--- config.mk ---
export PLATFORM = sky130hd
export DESIGN_NAME = scaled_image_addr_gen
export DESIGN_NICKNAME = d
export VERILOG_FILES = /design/src/rtl/scaled_image_addr_gen.sv
export SDC_FILE = /design/constraint.sdc
export NUM_CORES = 1
export LEC_CHECK = 0
export BUFFER_PORTS_ARGS = -buffer_cell sky130_fd_sc_hd__buf_2
export CAP_MARGIN = 10
export CORE_ASPECT_RATIO = 0.75
export CORE_MARGIN = 8
export CORE_UTILIZATION = 35
export CTS_BUF_LIST = sky130_fd_sc_hd__clkbuf_2 sky130_fd_sc_hd__clkbuf_4 sky130_fd_sc_hd__clkbuf_8
export DETAILED_ROUTE_END_ITERATION = 16
export SLEW_MARGIN = 0
export SYNTH_ARGS = -nofsm -noshare
export SYNTH_HDL_FRONTEND = slang
export SYNTH_SLANG_ARGS = --single-unit
export TNS_END_PERCENT = 30
--- constraint.sdc ---
create_clock -name clk -period 6.6 [get_ports clk]
set_input_delay 1.32 -clock clk [delete_from_list [all_inputs] [get_ports clk]]
set_output_delay 1.32 -clock clk [all_outputs]
set_load 0.05 [all_outputs]
--- src/rtl/scaled_image_addr_gen.sv ---
// Registered, multiplier-free raster-to-image-address generator with 2^SCALE upscale.
// Optional horizontal mirror (mirror_h port) when IMG_ADDR_MIRROR_EN is defined.
module scaled_image_addr_gen #(
    parameter int IMG_W     = 240,
    parameter int IMG_H     = 240,
    parameter int SCALE     = 1,
    parameter int ADDR_W    = 16,
    parameter int LINE_LAST = 799
) (
    input  logic              clk,
    input  logic              reset,
    input  logic [9:0]        hcount,
    input  logic [9:0]        vcount,
    input  logic [9:0]        x_pos,
    input  logic [9:0]        y_pos,
`ifdef IMG_ADDR_MIRROR_EN
    input  logic              mirror_h,
`endif
    output logic [ADDR_W-1:0] addr,
    output logic              in_window,
    output logic              last_px
);

    localparam logic [10:0]       W_OUT    = 11'(IMG_W << SCALE);
    localparam logic [10:0]       H_OUT    = 11'(IMG_H << SCALE);
    localparam logic [9:0]        LL       = 10'(LINE_LAST);
    localparam logic [ADDR_W-1:0] IMG_W_A  = ADDR_W'(IMG_W);
    localparam logic [ADDR_W-1:0] LAST_COL = ADDR_W'(IMG_W - 1);
    localparam logic [ADDR_W-1:0] LAST_ROW = ADDR_W'((IMG_H - 1) * IMG_W);

    logic [9:0]        x0, y0;
    logic [ADDR_W-1:0] row_base, col;
    logic [ADDR_W-1:0] cur_row, cur_col, pix_col;
    logic              fstart, h_start, h_in, v_in, in_win, line_end;
    logic              h_wrap, v_wrap;

    always_comb begin
        fstart   = (hcount == 10'd0) && (vcount == 10'd0);
        h_start  = (hcount == x0);
        h_in     = ({1'b0, hcount} >= {1'b0, x0}) &&
                   ({1'b0, hcount} < ({1'b0, x0} + W_OUT));
        v_in     = ({1'b0, vcount} >= {1'b0, y0}) &&
                   ({1'b0, vcount} < ({1'b0, y0} + H_OUT));
        in_win   = h_in && v_in;
        line_end = (hcount == LL) && v_in;
        // Frame start restarts the row walk for pixel (0,0) itself
        cur_row  = fstart ? '0 : row_base;
        cur_col  = h_start ? '0 : col;
    end

    generate
        if (SCALE == 0) begin : g_nosub
            assign h_wrap = 1'b1;
            assign v_wrap = 1'b1;
        end else begin : g_sub
            logic [SCALE-1:0] hsub, vsub, cur_hsub, cur_vsub;

            always_comb begin
                cur_hsub = h_start ? '0 : hsub;
                cur_vsub = fstart ? '0 : vsub;
            end

            assign h_wrap = &cur_hsub;
            assign v_wrap = &cur_vsub;

            always_ff @(posedge clk) begin
                if (reset) begin
                    hsub <= '0;
                    vsub <= '0;
                end else begin
                    if (in_win)
                        hsub <= cur_hsub + 1'b1;
                    if (line_end)
                        vsub <= cur_vsub + 1'b1;
                    else if (fstart)
                        vsub <= '0;
                end
            end
        end
    endgenerate

`ifdef IMG_ADDR_MIRROR_EN
    logic mirror;

    always_ff @(posedge clk) begin
        if (reset)
            mirror <= 1'b0;
        else if (fstart)
            mirror <= mirror_h;
    end

    assign pix_col = mirror ? (LAST_COL - cur_col) : cur_col;
`else
    assign pix_col = cur_col;
`endif

    always_ff @(posedge clk) begin
        if (reset) begin
            x0        <= '0;
            y0        <= '0;
            row_base  <= '0;
            col       <= '0;
            addr      <= '0;
            in_window <= 1'b0;
            last_px   <= 1'b0;
        end else begin
            if (fstart) begin
                x0 <= x_pos;
                y0 <= y_pos;
            end
            if (line_end && v_wrap)
                row_base <= cur_row + IMG_W_A;
            else if (fstart)
                row_base <= '0;
            if (in_win)
                col <= h_wrap ? cur_col + 1'b1 : cur_col;
            addr      <= in_win ? cur_row + pix_col : '0;
            in_window <= in_win;
            // Last replica of the last window pixel, mirrored or not
            last_px   <= in_win && h_wrap && v_wrap &&
                         (cur_col == LAST_COL) && (cur_row == LAST_ROW);
        end
    end

endmodule

==> results of run 1 <==
cells in the mapped netlist, types with 3 or more instances:
| master | number |
|---|---|
| nand4_1 | 12 |
| nand3_1 | 14 |
| a311oi_1 | 4 |
| o2bb2ai_1 | 4 |
| ha_1 | 51 |
| a21o_1 | 10 |
| o21ai_0 | 8 |
| nor3_1 | 25 |
| and2_1 | 24 |
| a31oi_1 | 6 |
| and3_1 | 4 |
| or3_1 | 6 |
| dfxtp_1 | 72 |
| nor4_1 | 12 |
| a211oi_1 | 7 |
| o41ai_1 | 9 |
| inv_1 | 40 |
| nand3b_1 | 3 |
| clkbuf_1 | 19 |
| xor2_1 | 9 |
| nor3b_1 | 3 |
| nor2_1 | 39 |
| nor2b_1 | 8 |
| nand2b_1 | 4 |
| a311o_1 | 10 |
| a21oi_1 | 39 |
| o211ai_1 | 4 |
| nand2_1 | 76 |
| xnor2_1 | 18 |
per-layer routing:
metal  share of wire [%]  GRT usage, %
met3                 5.7          4.07
met4                 1.3          4.29
met2                  42          21.7
met5                   0             0
met1                  51          19.4
state kept, by name, summed over array words and instances, names as in the netlist:
register    flops
in_window       1
col            16
g_sub.vsub      1
y0             10
addr           16
row_base       16
last_px         1
g_sub.hsub      1
x0             10
stage by stage:
step / hold WS, ps / cells / utilization, % / power, mW
3_3_place_gp: 446 / 789 / 39.3 / 0.510
3_5_place_dp: 452 / 789 / 39.3 / 0.511
5_1_grt: 482 / 804 / 40.8 / 0.896
4_1_cts: 463 / 804 / 40.8 / 0.865
2_1_floorplan: 436 / 580 / - / 0.484
6_report: 459 / 804 / 40.8 / 0.857
power groups by stage:
| stage | registers, mW | logic (mW) | clock network, mW |
|---|---|---|---|
| detailed placement | 0.446 | 0.0650 | 0 |
| finish | 0.436 | 0.0657 | 0.355 |
| CTS | 0.436 | 0.0657 | 0.364 |
| floorplan | 0.447 | 0.0378 | 0 |
| global placement | 0.446 | 0.0641 | 0 |
| global route | 0.436 | 0.0735 | 0.387 |
layout make-up:
cell class                 instances  area share [%]
timing repair buffer              63            6.12
sequential                        72            27.1
multi-input combinational        443            56.2
clock buffer                      10            2.59
tap                              171            4.02
clock inverter                     5            1.08
inverter                          40            2.82
worst register-to-register path, stage by stage, from the launching register on:
cell and delay [ps]:
dfxtp_1 400, inv_1 100, ha_1 330, nand4_1 170, or3_1 680, and2_1 320, ha_1 230, fa_1 410
a21o_1 200, a311oi_1 330, o311ai_0 270, a21oi_1 250, a21oi_1 110, xnor2_1 150, nor3_1 60
worst max-delay path by stage:
stage	startpoint	endpoint	slack [ps]
after floorplan	hcount[6]	addr[14]$_SDFF_PP0_	1600
after global placement	hcount[6]	addr[14]$_SDFF_PP0_	1300
after detailed placement	hcount[6]	addr[14]$_SDFF_PP0_	1270
after CTS	hcount[6]	addr[14]$_SDFF_PP0_	1650
after global routing	hcount[6]	addr[14]$_SDFF_PP0_	1370
final	hcount[6]	addr[14]$_SDFF_PP0_	1650
cells by family after synthesis:
| kind of cell | count (synthesis) |
|---|---|
| AND/OR/NAND/NOR | 242 |
| AO/OA/AOI/OAI | 121 |
| flip-flops | 72 |
| buffers and inverters | 65 |
| adder cells (fa/ha/maj) | 52 |
| XOR/XNOR | 27 |
| multiplexers | 1 |
==> key figures, run 1 <==
Run status
  – Run status: finished, final reports clean

Worst setup path
  – CP top delay family: simple AND/OR/NAND/NOR gates
  – Instance count on the critical path: 14
  – CP peak stage delay: 600 ps
  – CP endpoint kind: register
  – Kind of critical path: input pin to register
  – Reg2reg setup slack: 2450 ps
  – Slowest library cell on the worst path: or3_4
  – Critical path fanouts, max: 39
  – Reg-to-Reg Start: x0[7]$_SDFFE_PP0P_
  – RR Endpoint: addr[14]$_SDFF_PP0_
  – WP data required: 6820 ps
  – CP most frequent cell: a21oi_1
  – Worst reg2reg path depth: 14
  – WP buf/inv: 1
  – Worst Setup Start Kind: input pin
  – Worst path arrival time: 5170 ps
  – Crit path cell chain: buf_2, or3_1, or4_1, or3_4, and2_1, ha_1, fa_1, a21o_1, a311oi_1, o311ai_0, a21oi_1, a21oi_1, xnor2_1, nor3_1

Pwr
  – Flop pwr share: 50.9%
  – P_int: 0.642 mW
  – Switching share of power: 25.0%
  – Combinational fraction of design power: 7.7%
  – P_sw: 0.214 mW
  – Maximum VDD drop: 0.0779 mV
  – PwrDens: 161 nW/um^2
  – Clock network power share: 41.4%
  – Static leakage: 2.19 nW

Yosys
  – Compound-Gate Fraction of Synth Area: 18.2%
  – Synthesized cell area: 4680 sq um
  – Ys flop type: dfxtp_1
  – Post-synth top area cell: dfxtp_1
  – XOR/XNOR share of the synthesized area: 5.06%
  – Count of different cell masters after synthesis: 63
  – Post-Synth Adder-Cell Area: 14.1%
  – Mux cell area share after synthesis: 0.241%
  – Synth warnings: 0
  – #FFs+latches synth: 72
  – Post-synth top area share: 30.8%
  – FFs w/ async S/R, synth: 0%
  – Mean post-synth cell area: 8.06 sq um
  – Mapped Cells: 580
  – Post-Synth Simple-Gate Area: 26.0%
  – Largest family of logic cells by synthesized area: simple AND/OR/NAND/NOR gates
  – Post-synth EDFFs: 0
  – Synth top area cells: dfxtp_1 31%, ha_1 14%, nand2_1 6.1%
  – Sequential area share after synthesis: 30.8%
  – Net Count, Synth: 674

Clock tree
  – Clock root buffer: clkbuf_8
  – H-tree levels: 3
  – Clock tree buffer depth: 2
  – CTS Hold Buffers Added: 0
  – Number of clock sinks: 72
  – Skew-Pair Late Insertion Delay: 360 ps
  – CTS tree: built
  – Post_cts resized: 0
  – CTS Buf Count: 9
  – Post-CTS setup buffer count: 0
  – CTS clk-pin slew, worst paths: 90 ps

STA
  – Final setup margin: 1650 ps
  – Tmin final: 4950 ps
  – Final worst path period share: 75.0%
  – Final Max Slew Viols: 0
  – Maximum clock frequency: 0.202 GHz
  – Tightest Pin Transition: 860 ps
  – Final TNS setup: 0 ps
  – Final clock skew: 14.7 ps
  – Endpoints failing setup: 0
  – Hold Violations, Final: 0
  – Rel. slew slack: 42.6%
  – RSZ-0062 raised after global routing: no

Route
  – 1st-iter DRT viols: 241
  – Wire length per cell: 15.1 um
  – DRT Pass-1 Iters: 5
  – Post-Route WL: 12,200 um
  – Antenna viol nets, final: 0
  – Drt drc: 0
  – Total number of vias: 4,240
  – DR vias/cell: 5.27

Finish
  – Share of cells above drive strength 1: 14.1%
  – Most frequent cells in the layout: 76 x nand2_1, 72 x dfxtp_1, 59 x buf_2
  – Area of the multi-input gates: 2990 sq um
  – FF+latch area: 1440 sq um
  – Layout Nets: 723
  – Area grow syn2layout: 13.7%
  – Fillers: 1,296
  – Antenna Cells: 0
  – Final Cell Area: 5320 sq um
  – Most common cell after layout, fill and taps aside: nand2_1

Floorplan
  – Initial core utilization: 35.9%
  – CORE AREA: 13,000 sq um
  – Die width: 149 um
  – Chip height: 116 um
  – Die area: 17,400 sq um
  – # rows: 36
  – Num ports: 60

Hold path
  – WHS Endpoint: x0[2]$_SDFFE_PP0P_
  – Type of the worst min-delay path: register to register
  – Hold Path Stages: 2
  – Hold_sp: x0[2]$_SDFFE_PP0P_

Global route
  – Antenna violations before repair: 0
  – Tot GR Track Use: 14.3%
  – First-pass GRT wire length: 20,200 um
  – Largest net degree at the start of global routing: 83
  – Number of global-route vias before repair: 4,134
  – GRT Residual Overflow: 0

Flow run
  – Max-Cap Viols: 0

Placed design
  – Setup Slack @ Placement: 1270 ps
  – GPL Wtd Cong: 0.947
  – Port bufs: 59
  – Post-DP HPWL: 9130 um
  – Placed cell areas: 5120 sq um
Power figures use the tool's default switching activity.
==> run 2: changes to the inputs <==
==> constraint.sdc (replaced) <==
create_clock -name clk -period 4.68 [get_ports clk]
set_input_delay 0.936 -clock clk [delete_from_list [all_inputs] [get_ports clk]]
set_output_delay 0.936 -clock clk [all_outputs]
set_load 0.05 [all_outputs]
==> run 2 against run 1 <==
Utilization grew 0.22 points. Combinational power grew 43%. Via count grew 1.4%. Worst hold slack about the same. Flip-flop and latch count is the same. Setup slack worse by 1300 ps.
==> key figures, run 2 (synthesized netlist as in run 1, its figures left out) <==
Floorplan
  – Num ports: 60
  – Chip height: 116 um
  – CORE AREA: 13,000 sq um
  – Die area: 17,400 sq um
  – # rows: 36
  – Die width: 149 um
  – Initial core utilization: 35.9%

STA
  – Tightest Pin Transition: 609 ps
  – Rel. slew slack: 59.4%
  – Final setup margin: 339 ps
  – Final Max Slew Viols: 0
  – Hold Violations, Final: 0
  – Final worst path period share: 92.8%
  – Endpoints failing setup: 0
  – Final TNS setup: 0 ps
  – Maximum clock frequency: 0.230 GHz
  – Tmin final: 4340 ps
  – RSZ-0062 raised after global routing: no
  – Final clock skew: 8.37 ps

Route
  – DRT Pass-1 Iters: 5
  – Antenna viol nets, final: 0
  – DR vias/cell: 5.30
  – Drt drc: 0
  – Wire length per cell: 15.5 um
  – Total number of vias: 4,301
  – Post-Route WL: 12,600 um
  – 1st-iter DRT viols: 216

Pwr
  – Combinational fraction of design power: 8.4%
  – PwrDens: 210 nW/um^2
  – Switching share of power: 24.8%
  – Static leakage: 2.22 nW
  – Clock network power share: 36.8%
  – Maximum VDD drop: 0.115 mV
  – P_sw: 0.278 mW
  – P_int: 0.843 mW
  – Flop pwr share: 54.9%

Clock tree
  – Clock root buffer: clkbuf_8
  – CTS tree: built
  – CTS Buf Count: 9
  – CTS clk-pin slew, worst paths: 70 ps
  – Post_cts resized: 0
  – Number of clock sinks: 72
  – Skew-Pair Late Insertion Delay: 350 ps
  – H-tree levels: 3
  – CTS Hold Buffers Added: 0
  – Clock tree buffer depth: 2
  – Post-CTS setup buffer count: 0

Global route
  – Largest net degree at the start of global routing: 57
  – First-pass GRT wire length: 21,300 um
  – Number of global-route vias before repair: 4,300
  – Tot GR Track Use: 15.3%
  – Antenna violations before repair: 0
  – GRT Residual Overflow: 0

Flow run
  – Max-Cap Viols: 0

Finish
  – Layout Nets: 733
  – Most common cell after layout, fill and taps aside: nand2_1
  – Fillers: 1,309
  – Area grow syn2layout: 14.3%
  – Core Util, Final: 41.1%
  – Most frequent cells in the layout: 76 x nand2_1, 72 x dfxtp_1, 59 x buf_2
  – Share of cells above drive strength 1: 15.1%
  – Regs by FF count: addr: 16 flops, col: 16 flops, row_base: 16 flops
  – Antenna Cells: 0

Run status
  – Run status: finished, final reports clean

Worst setup path
  – Worst path arrival time: 4610 ps
  – Critical path fanouts, max: 4
  – WP data required: 4950 ps
  – Kind of critical path: input pin to register
  – Worst Setup Start Kind: input pin
  – CP endpoint kind: register

Placed design
  – GPL Wtd Cong: 0.928
  – Setup Slack @ Placement: 6.01 ps
  – Post-DP HPWL: 9950 um
  – Port bufs: 59

Hold path
  – Type of the worst min-delay path: register to register
run 2: layout make-up:
type | count | area [sq um] | share of cell area (%)
well taps | 171 | 214 | 4.00
repair buffers | 73 | 400 | 7.49
clock inverters | 2 | 10.0 | 0.187
inverters | 40 | 150 | 2.81
flip-flops and latches | 72 | 1440 | 27.0
multi-input cells | 443 | 2990 | 55.9
clock buffers | 11 | 139 | 2.60
run 2: routing by layer:
layer / GRT usage, % / part of all wire, %
met1: 20.5 / 51
met2: 23.3 / 42
met3: 3.79 / 5.2
met4: 5.50 / 1.4
met5: 0 / 0
run 2: per-stage QoR:
stage	total power [mW]	hold slack [ps]	cells	area [sq um]
global placement	0.721	445	799	5200
CTS	1.14	461	812	5350
global route	1.17	488	812	5350
finish	1.12	458	812	5350
floorplan	0.683	436	580	4680
detailed placement	0.722	451	799	5200
run 2: worst paths after layout:
check	start	end	slack [ps]	cells after the start
worst max-delay path	hcount[6]	addr[14]$_SDFF_PP0_	340	14
worst min-delay path	y0[3]$_SDFFE_PP0P_	y0[3]$_SDFFE_PP0P_	460	2
worst max register to register	x0[5]$_SDFFE_PP0P_	addr[14]$_SDFF_PP0_	910	14
worst min register to register	y0[3]$_SDFFE_PP0P_	y0[3]$_SDFFE_PP0P_	460	2
run 2: power groups by stage:
stage	sequential [mW]	clock, mW	combinational (mW)
final	0.615	0.412	0.0941
after global routing	0.615	0.453	0.106
after CTS	0.615	0.427	0.0941
after detailed placement	0.629	0	0.0934
after global placement	0.629	0	0.0922
after floorplan	0.630	0	0.0533
run 2: worst max-delay path, cell delays in order:
cell      delay, ps
buf_2           120
or3_1           410
or4_1           480
or3_4           430
and2_1          170
ha_1            210
fa_1            420
a21o_1          220
a311oi_1        340
o311ai_0        250
a21oi_1         240
a21oi_1         120
xnor2_1         140
nor3_1          140
==> run 3: changes to the inputs <==
--- a/config.mk
+++ b/config.mk
@@ -9,7 +9,7 @@
 export CAP_MARGIN = 10
 export CORE_ASPECT_RATIO = 0.75
 export CORE_MARGIN = 8
-export CORE_UTILIZATION = 35
+export CORE_UTILIZATION = 40
 export CTS_BUF_LIST = sky130_fd_sc_hd__clkbuf_2 sky130_fd_sc_hd__clkbuf_4 sky130_fd_sc_hd__clkbuf_8
 export DETAILED_ROUTE_END_ITERATION = 16
 export SLEW_MARGIN = 0
==> run 3 against run 2 <==
Worst hold slack is essentially flat. Routed wire length grew 0.92%. Setup slack gained 22 ps. Count of clock-buffer cells in the layout shrank 1. Die area shrank 11%. Power grew 13%. Register-to-register slack gained 30 ps. Sequential share of layout area shrank 0.26 points. Utilization grew 5.9 points. Via count grew 1.5%. Non-clock buffer count grew 2. Critical endpoint unchanged.
==> key figures, run 3 (synthesized netlist as in run 1, its figures left out) <==
Run status
  – Run status: finished, final reports clean

Clock tree
  – Skew-Pair Late Insertion Delay: 350 ps
  – CTS tree: built
  – Clock tree buffer depth: 2
  – CTS clk-pin slew, worst paths: 80 ps
  – Clock root buffer: clkbuf_8
  – CTS Buf Count: 9
  – H-tree levels: 3
  – Post-CTS setup buffer count: 0
  – CTS Hold Buffers Added: 0
  – Post_cts resized: 0
  – Number of clock sinks: 72

Global route
  – First-pass GRT wire length: 21,300 um
  – GRT Residual Overflow: 0
  – Tot GR Track Use: 17.0%
  – Number of global-route vias before repair: 4,168
  – Largest net degree at the start of global routing: 62
  – Antenna violations before repair: 0

STA
  – Final setup margin: 361 ps
  – Tightest Pin Transition: 1120 ps
  – Hold Violations, Final: 0
  – RSZ-0062 raised after global routing: no
  – Final clock skew: 5.74 ps
  – Endpoints failing setup: 0
  – Rel. slew slack: 25.0%
  – Final Max Slew Viols: 0
  – Tmin final: 4320 ps
  – Final worst path period share: 92.3%
  – Maximum clock frequency: 0.232 GHz

Floorplan
  – # rows: 34
  – Die width: 141 um
  – CORE AREA: 11,500 sq um
  – Chip height: 110 um
  – Initial core utilization: 40.7%
  – Num ports: 60
  – Die area: 15,400 sq um

Finish
  – Antenna Cells: 0
  – Most frequent cells in the layout: 76 x nand2_1, 72 x dfxtp_1, 59 x buf_2
  – Area of the multi-input gates: 2990 sq um
  – Regs by FF count: addr: 16 flops, col: 16 flops, row_base: 16 flops
  – Most common cell after layout, fill and taps aside: nand2_1
  – Core Util, Final: 47.0%
  – Area grow syn2layout: 15.4%
  – Fillers: 1,148
  – Share of cells above drive strength 1: 15.8%
  – FF+latch area: 1440 sq um
  – Layout Nets: 735

Worst setup path
  – WP data required: 4950 ps
  – CP peak stage delay: 460 ps
  – Worst path arrival time: 4590 ps
  – CP most frequent cell: a21oi_1
  – Critical path fanouts, max: 4
  – CP endpoint kind: register
  – Slowest library cell on the worst path: or4_1
  – Crit path cell chain: buf_2, or3_1, or4_1, or3_4, and2_1, ha_1, fa_1, a21o_1, a311oi_1, o311ai_0, a21oi_1, a21oi_1, xnor2_1, nor3_1
  – Worst Setup Start Kind: input pin
  – Kind of critical path: input pin to register

Placed design
  – Setup Slack @ Placement: -22.0 ps
  – Post-DP HPWL: 9810 um
  – Port bufs: 59
  – GPL Wtd Cong: 0.934

Pwr
  – Total power: 1.26 mW
  – Maximum VDD drop: 0.138 mV
  – PwrDens: 234 nW/um^2
  – Static leakage: 2.26 nW

Route
  – Drt drc: 0
  – Total number of vias: 4,366
  – Antenna viol nets, final: 0
  – 1st-iter DRT viols: 304
  – DRT Pass-1 Iters: 5
  – Post-Route WL: 12,700 um
  – DR vias/cell: 5.53
  – Wire length per cell: 16.1 um

Hold path
  – Type of the worst min-delay path: register to register

Flow run
  – Max-Cap Viols: 0
[run 3: area by class of cell]
cell class / count / share of cell area [%]
clock buffers: 10 / 2.55
clock inverters: 6 / 1.53
inverters: 40 / 2.78
multi-input cells: 443 / 55.4
flip-flops and latches: 72 / 26.7
well taps: 144 / 3.34
repair buffers: 75 / 7.70
[run 3: where the power goes]
part,total [mW],switching [mW],internal [mW]
clock,0.554,0.242,0.312
sequential,0.614,0.00139,0.613
combinational,0.0958,0.0589,0.0369
total,1.26,0.303,0.962
[run 3: path summary, 6_finish.rpt]
kind                      startpoint                   to  slack (ps)  cells past startpoint
setup reg to reg  x0[5]$_SDFFE_PP0P_  addr[14]$_SDFF_PP0_         940                     14
setup / recovery           hcount[6]  addr[14]$_SDFF_PP0_         360                     14
hold / removal    y0[3]$_SDFFE_PP0P_   y0[3]$_SDFFE_PP0P_         460                      2
hold reg to reg   y0[3]$_SDFFE_PP0P_   y0[3]$_SDFFE_PP0P_         460                      2
[run 3: metrics by stage]
| stage | TNS, ps | std cells | hold WS (ps) | cell area [sq um] |
|---|---|---|---|---|
| final | 0 | 790 | 459 | 5400 |
| after global routing | 0 | 790 | 485 | 5400 |
| after CTS | 0 | 790 | 464 | 5400 |
| after detailed placement | -39.7 | 774 | 448 | 5180 |
| after global placement | 0 | 774 | 445 | 5180 |
| after floorplan | 0 | 580 | 436 | 4680 |
[run 3: per-layer routing]
metal | share of wire (%) | global-route usage, % | routed length, um
met4 | 0.87 | 4.20 | 110
met5 | 0 | 0 | 0
met3 | 6.6 | 4.16 | 839
met1 | 51 | 23.7 | 6430
met2 | 42 | 25.9 | 5330
[run 3: worst max-delay path: cells and delay by family]
family | cells | cell delay (ps)
compound gates | 5 | 1170
buf+inv | 1 | 120
fa+ha+maj | 2 | 650
xor+xnor | 1 | 130
simple gates | 5 | 1580
